[src/rtl/instr_queue.sv]
// instr_queue: DEPTH-entry circular instruction buffer between fetch and decode.
// Each entry carries {adel, pc, instr}. The outputs read the head entry combinationally,
// and a flush or reset empties the queue in one cycle.
module instr_queue #(
    parameter int DEPTH = 4,
    parameter int WIDTH = 32
) (
    input  logic                       clk,
    input  logic                       rst,
    input  logic                       flush,
    input  logic                       enq_valid,
    input  logic [WIDTH-1:0]           enq_pc,
    input  logic [WIDTH-1:0]           enq_instr,
    output logic                       full,
    input  logic                       deq_ready,
    output logic                       deq_valid,
    output logic [WIDTH-1:0]           deq_pc,
    output logic [WIDTH-1:0]           deq_pc_add_4,
    output logic [WIDTH-1:0]           deq_instr,
    output logic                       deq_adel,
    output logic [$clog2(DEPTH):0]     count
);

    localparam int PTR_W = $clog2(DEPTH);
    localparam int CNT_W = PTR_W + 1;

    logic [PTR_W-1:0] head_q, head_d;
    logic [PTR_W-1:0] tail_q, tail_d;
    logic [CNT_W-1:0] count_q, count_d;

    // Entry storage. It is never reset: the empty forcing on the outputs hides stale contents.
    logic [WIDTH-1:0] pc_mem_q    [DEPTH];
    logic [WIDTH-1:0] instr_mem_q [DEPTH];
    logic [DEPTH-1:0] adel_mem_q;

    logic empty;
    logic enq_fire;
    logic deq_fire;

    // Handshake decode. Flush overrides both sides, and full refuses enqueue even when a dequeue fires.
    always_comb begin
        empty     = (count_q == '0);
        full      = (count_q == CNT_W'(DEPTH));
        deq_valid = !empty;
        enq_fire  = enq_valid && !full && !flush;
        deq_fire  = deq_valid && deq_ready && !flush;
    end

    // Next-state computation for the pointers and the occupancy counter.
    always_comb begin
        head_d  = head_q;
        tail_d  = tail_q;
        count_d = count_q;
        if (flush) begin
            head_d  = '0;
            tail_d  = '0;
            count_d = '0;
        end else begin
            if (enq_fire) begin
                tail_d = tail_q + PTR_W'(1);
            end
            if (deq_fire) begin
                head_d = head_q + PTR_W'(1);
            end
            case ({enq_fire, deq_fire})
                2'b10:   count_d = count_q + CNT_W'(1);
                2'b01:   count_d = count_q - CNT_W'(1);
                default: count_d = count_q;
            endcase
        end
    end

    // Control state register. Reset has the same effect as a flush.
    always_ff @(posedge clk) begin
        if (rst) begin
            head_q  <= '0;
            tail_q  <= '0;
            count_q <= '0;
        end else begin
            head_q  <= head_d;
            tail_q  <= tail_d;
            count_q <= count_d;
        end
    end

    // Entry write at the tail. The misalignment tag is captured at enqueue.
    always_ff @(posedge clk) begin
        if (enq_fire) begin
            pc_mem_q[tail_q]    <= enq_pc;
            instr_mem_q[tail_q] <= enq_instr;
            adel_mem_q[tail_q]  <= |enq_pc[1:0];
        end
    end

    // Head read. When the queue is empty, the outputs show a NOP at PC 0.
    always_comb begin
        deq_pc    = '0;
        deq_instr = '0;
        deq_adel  = 1'b0;
        if (!empty) begin
            deq_pc    = pc_mem_q[head_q];
            deq_instr = instr_mem_q[head_q];
            deq_adel  = adel_mem_q[head_q];
        end
        deq_pc_add_4 = deq_pc + WIDTH'(4);
        count        = count_q;
    end

endmodule
[config.mk]
export PLATFORM = sky130hd
export DESIGN_NAME = instr_queue
export DESIGN_NICKNAME = d
export VERILOG_FILES = /design/src/rtl/instr_queue.sv
export SDC_FILE = /design/constraint.sdc
export NUM_CORES = 1
export LEC_CHECK = 0
export ABC_AREA = 1
export CELL_PAD_IN_SITES_DETAIL_PLACEMENT = 1
export CELL_PAD_IN_SITES_GLOBAL_PLACEMENT = 2
export CORE_UTILIZATION = 30
export CTS_CLUSTER_DIAMETER = 50
export DETAILED_ROUTE_END_ITERATION = 8
export GPL_TIMING_DRIVEN = 0
export MAX_ROUTING_LAYER = met4
export PLACE_DENSITY_LB_ADDON = 0.2
export SYNTH_ARGS = -nofsm -noshare
export SYNTH_HDL_FRONTEND = slang
export SYNTH_SLANG_ARGS = --single-unit
[constraint.sdc]
create_clock -name clk -period 12.4 [get_ports clk]
set_input_delay 3.1 -clock clk [delete_from_list [all_inputs] [get_ports clk]]
set_output_delay 3.1 -clock clk [all_outputs]
set_load 0.03 [all_outputs]
==> impl_results.md <==
- WHS Endpoint: head_q[1]
- Crit-path cells: inv_2, nand3_4, inv_4, buf_6, buf_2, buf_2, a21oi_1, ha_1, nand3_1, nor2_2, nand2_2, inv_1, nand2_1, xor2_1, clkdlybuf4s50_1
- Total track usage: 18.61%
- Leak Pwr: 5.564 nW
- RSZ-0062 raised after global routing: no
- Synth Area in Simple Gates: 21.64%
- Worst endpoint required time: 9.30 ns
- CTS tree: done
- Final wirelength: 36.68 mm
- Syn Std Cell Area: ~12000 um^2
- Total number of vias: 8780
- Max-Cap Viols: 0
- Maximum clock path buffer count: 3
- First-pass GRT wire length: 55.28 mm
- DRC violations left: 0
- Setup total negative slack: 0 ns
- Share of the synthesized area in the top cell type: 64.85%
- CP most frequent cell: buf_2
- Setup slack, reg-to-reg: 9.85 ns
- Starting Density: approximately 30%
- Hold WC Path Type: flop to flop
- Grt ovf: 0
- Mapped Nets: between 1k and 1.5k
- Final period utilization: 61.69%
- Combinational family with the most area after synthesis: simple AND/OR/NAND/NOR gates
- Multiplexer share of the synthesized area: 0%
- Core ar.: 39640 um^2
- GPL Wtd Cong: 0.8507
- Fraction of layout cells with a size suffix above 1: between 10% and 20%
- Power per cell area: 140.4 nW/um^2
- # rows: 73
- Final hold vios: 0
- CP max stage delay: around 0.73 ns
- Clk sinks: 269
- Vias/cell: 4.626
- Worst Setup Path Type: flop to output port
- P&R area growth vs syn: 31.48%
- CP top delay family: buffers and inverters
- Max Freq: 130.7 MHz
- Worst EP arrival: 4.55 ns
- Clock insertion delay at the later pin of the skew report: 0.52 ns
- Buf+Inv Stages, Crit Path: 7
- Crit-path max FO: 10
- Synth cell types: 27
- Initial antenna violation count: 3
- Nets: ~1.4k
- Status: finished clean
- Post-cts resize count: 0
- Cells on worst reg2reg path: 7
- Crit end category: output port
- Worst reg2reg startpoint: count[2]
- Max_slew headroom: 39.95%
- Compound-Gate Fraction of Synth Area: under 10%
- Yosys warns: 0
- DRT Pass-1 Iters: 4
- Initial DRC Count: 309
- Die ar.: 40940 um^2
- Hold Path Cell Cnt: 2
- Post-Syn Instances: ~1.1k
- Port bufs: 170
- Cts bufs inserted: 36
- CTS H-tree depth: 2
- Final Util: between 30% and 40%
- Startpoint of the worst hold path: head_q[1]
- Post-synthesis adder-cell area fraction: 0.7899%
- Dpl hpwl: 26.11 mm
- Worst VDD drop: 0.0001242 V
- RR Endpoint: instr_mem_q[2][7]
- Syn Area/Cell: 10.67 um^2
- Fin crit period: 7.649 ns
- Post-Synth XOR/XNOR Area: 1.091%
- Worst-path clk slew: around 0.05 ns
- Sequential share of the synthesized area: 66.35%
- Die Wd: 202.3 um
- Yosys top cell by area: edfxtp_1
- Synth area leaders: edfxtp_1, nand2_1, nor2_1
- Crit path launch type: flop
- Slowest CP cell: clkdlybuf4s50_1
- # setup viols final: 0
- Largest net degree at the start of global routing: 26
- I/O pins: between 150 and 200
- Setup Skew: approximately 0.014 ns
- Yosys reg bits: ~270
- Post-DRT Antenna Nets: 0
- Worst Tran Pin Value: ~0.90 ns
- Die height: 202.3 um
- CTS Hold Buffers Added: 0
- CTS root buf: clkbuf_16
- Postcts setup bufs: 0
- Vias in the first global route: 9219
- Final Max Tran Viols: 0
- Drt wl/cell: between 15 and 20 um
==> layout by cell type (no fill, tap or decap), types with 3 or more instances in the layout <==
cell	n
clkinv_1	5
xor2_1	15
nand4_1	7
o21ai_0	79
edfxtp_1	260
buf_6	12
diode_2	3
nor2_1	195
buf_4	7
nand3_2	11
nand3_1	73
nor2_4	18
clkdlybuf4s50_1	170
nor2_2	25
a21oi_1	45
nor3_1	3
bufinv_16	6
clkbuf_16	37
dfxtp_1	9
inv_2	12
inv_1	58
clkbuf_1	21
buf_12	8
buf_2	14
inv_6	4
nand2_2	10
buf_1	3
nand2_1	246
ha_1	6
==> state kept, by name, indices dropped and copies added (netlist names), named ones only <==
signal / flops
pc_mem_q: 128
count: 3
adel_mem_q: 4
tail_q: 2
head_q: 2
instr_mem_q: 128
==> final cells by class <==
cell class,instances,area (um^2)
fillers,4378,23810
flip-flops and latches,269,7988
multi-input cells,737,3487
repair buffers,178,1862
clock buffers,44,962.2
well taps,525,656.9
plain buffers,51,325.3
clock inverters,20,271.5
inverters,71,269.0
diodes,3,7.507
==> per-stage QoR <==
| stage | total power [W] | cells | instance area (um^2) | worst slack [ns] | hold slack [ns] |
|---|---|---|---|---|---|
| floorplan | 0.001102 | 1128 | 12040 | 5.775 | 0.4710 |
| global placement | 0.001174 | 1823 | 14400 | 2.374 | 0.5100 |
| detailed placement | 0.001177 | 1831 | 14590 | 5.300 | 0.5335 |
| CTS | 0.002252 | 1895 | 15820 | 4.746 | 0.5452 |
| global route | 0.002296 | 1898 | 15830 | 4.512 | 0.5636 |
| finish | 0.002222 | 1898 | 15830 | 4.751 | 0.5318 |
==> worst max-delay path by stage <==
stage	end	slack, ns	depth (start not counted)	from
floorplan	adel_mem_q[0]	5.77	4	enq_valid
global route	deq_pc_add_4[20]	4.51	15	count[0]
CTS	deq_pc_add_4[16]	4.75	15	count[0]
global placement	instr_mem_q[2][10]	2.37	5	enq_valid
finish	deq_pc_add_4[16]	4.75	15	count[0]
detailed placement	deq_pc_add_4[16]	5.30	15	count[0]
==> cells in the mapped netlist <==
| cell type | n |
|---|---|
| ha_1 | 6 |
| clkbuf_1 | 15 |
| fa_1 | 1 |
| inv_2 | 12 |
| buf_2 | 14 |
| nand2_1 | 246 |
| inv_4 | 1 |
| edfxtp_1 | 260 |
| nand3_2 | 11 |
| buf_6 | 12 |
| dfxtp_1 | 9 |
| nor2_2 | 25 |
| nand2_2 | 10 |
| nand3_1 | 73 |
| or2_2 | 1 |
| buf_1 | 3 |
| nand3_4 | 1 |
| nand4_1 | 7 |
| inv_1 | 58 |
| nor3_1 | 3 |
| xor2_1 | 15 |
| a21oi_1 | 45 |
| nor2_4 | 14 |
| o21ai_1 | 1 |
| buf_4 | 7 |
| nor2_1 | 199 |
| o21ai_0 | 79 |
==> tightest hold or removal path: cells and delay by family, from the launching register on <==
kind	cells	cell delay (ns)
compound gates	1	0.09
flops	1	0.31
buf+inv	1	0.08
==> power by group <==
part           total [W]  switching, W  internal (W)  leakage [nW]
clock            0.00107      0.000385      0.000681         0.599
sequential       0.00102    0.00000370       0.00101          2.43
combinational   0.000139     0.0000858     0.0000532          2.53
total            0.00222      0.000474       0.00175          5.56
==> cells by family (layout without fill, tap and decap cells) <==
| family | Yosys count | after routing |
|---|---|---|
| xor+xnor | 15 | 15 |
| flops | 269 | 269 |
| compound gates | 125 | 125 |
| buf+inv | 122 | 364 |
| simple gates | 590 | 590 |
| other cells | 0 | 3 |
| fa+ha+maj | 7 | 7 |
==> layer usage <==
metal	routed length, um	global-route usage, %
met5	0	-
met1	16350	22.95
met2	17840	30.99
met3	1633	3.531
met4	857	5.317
Note: power is estimated with default switching activity, not from simulation.
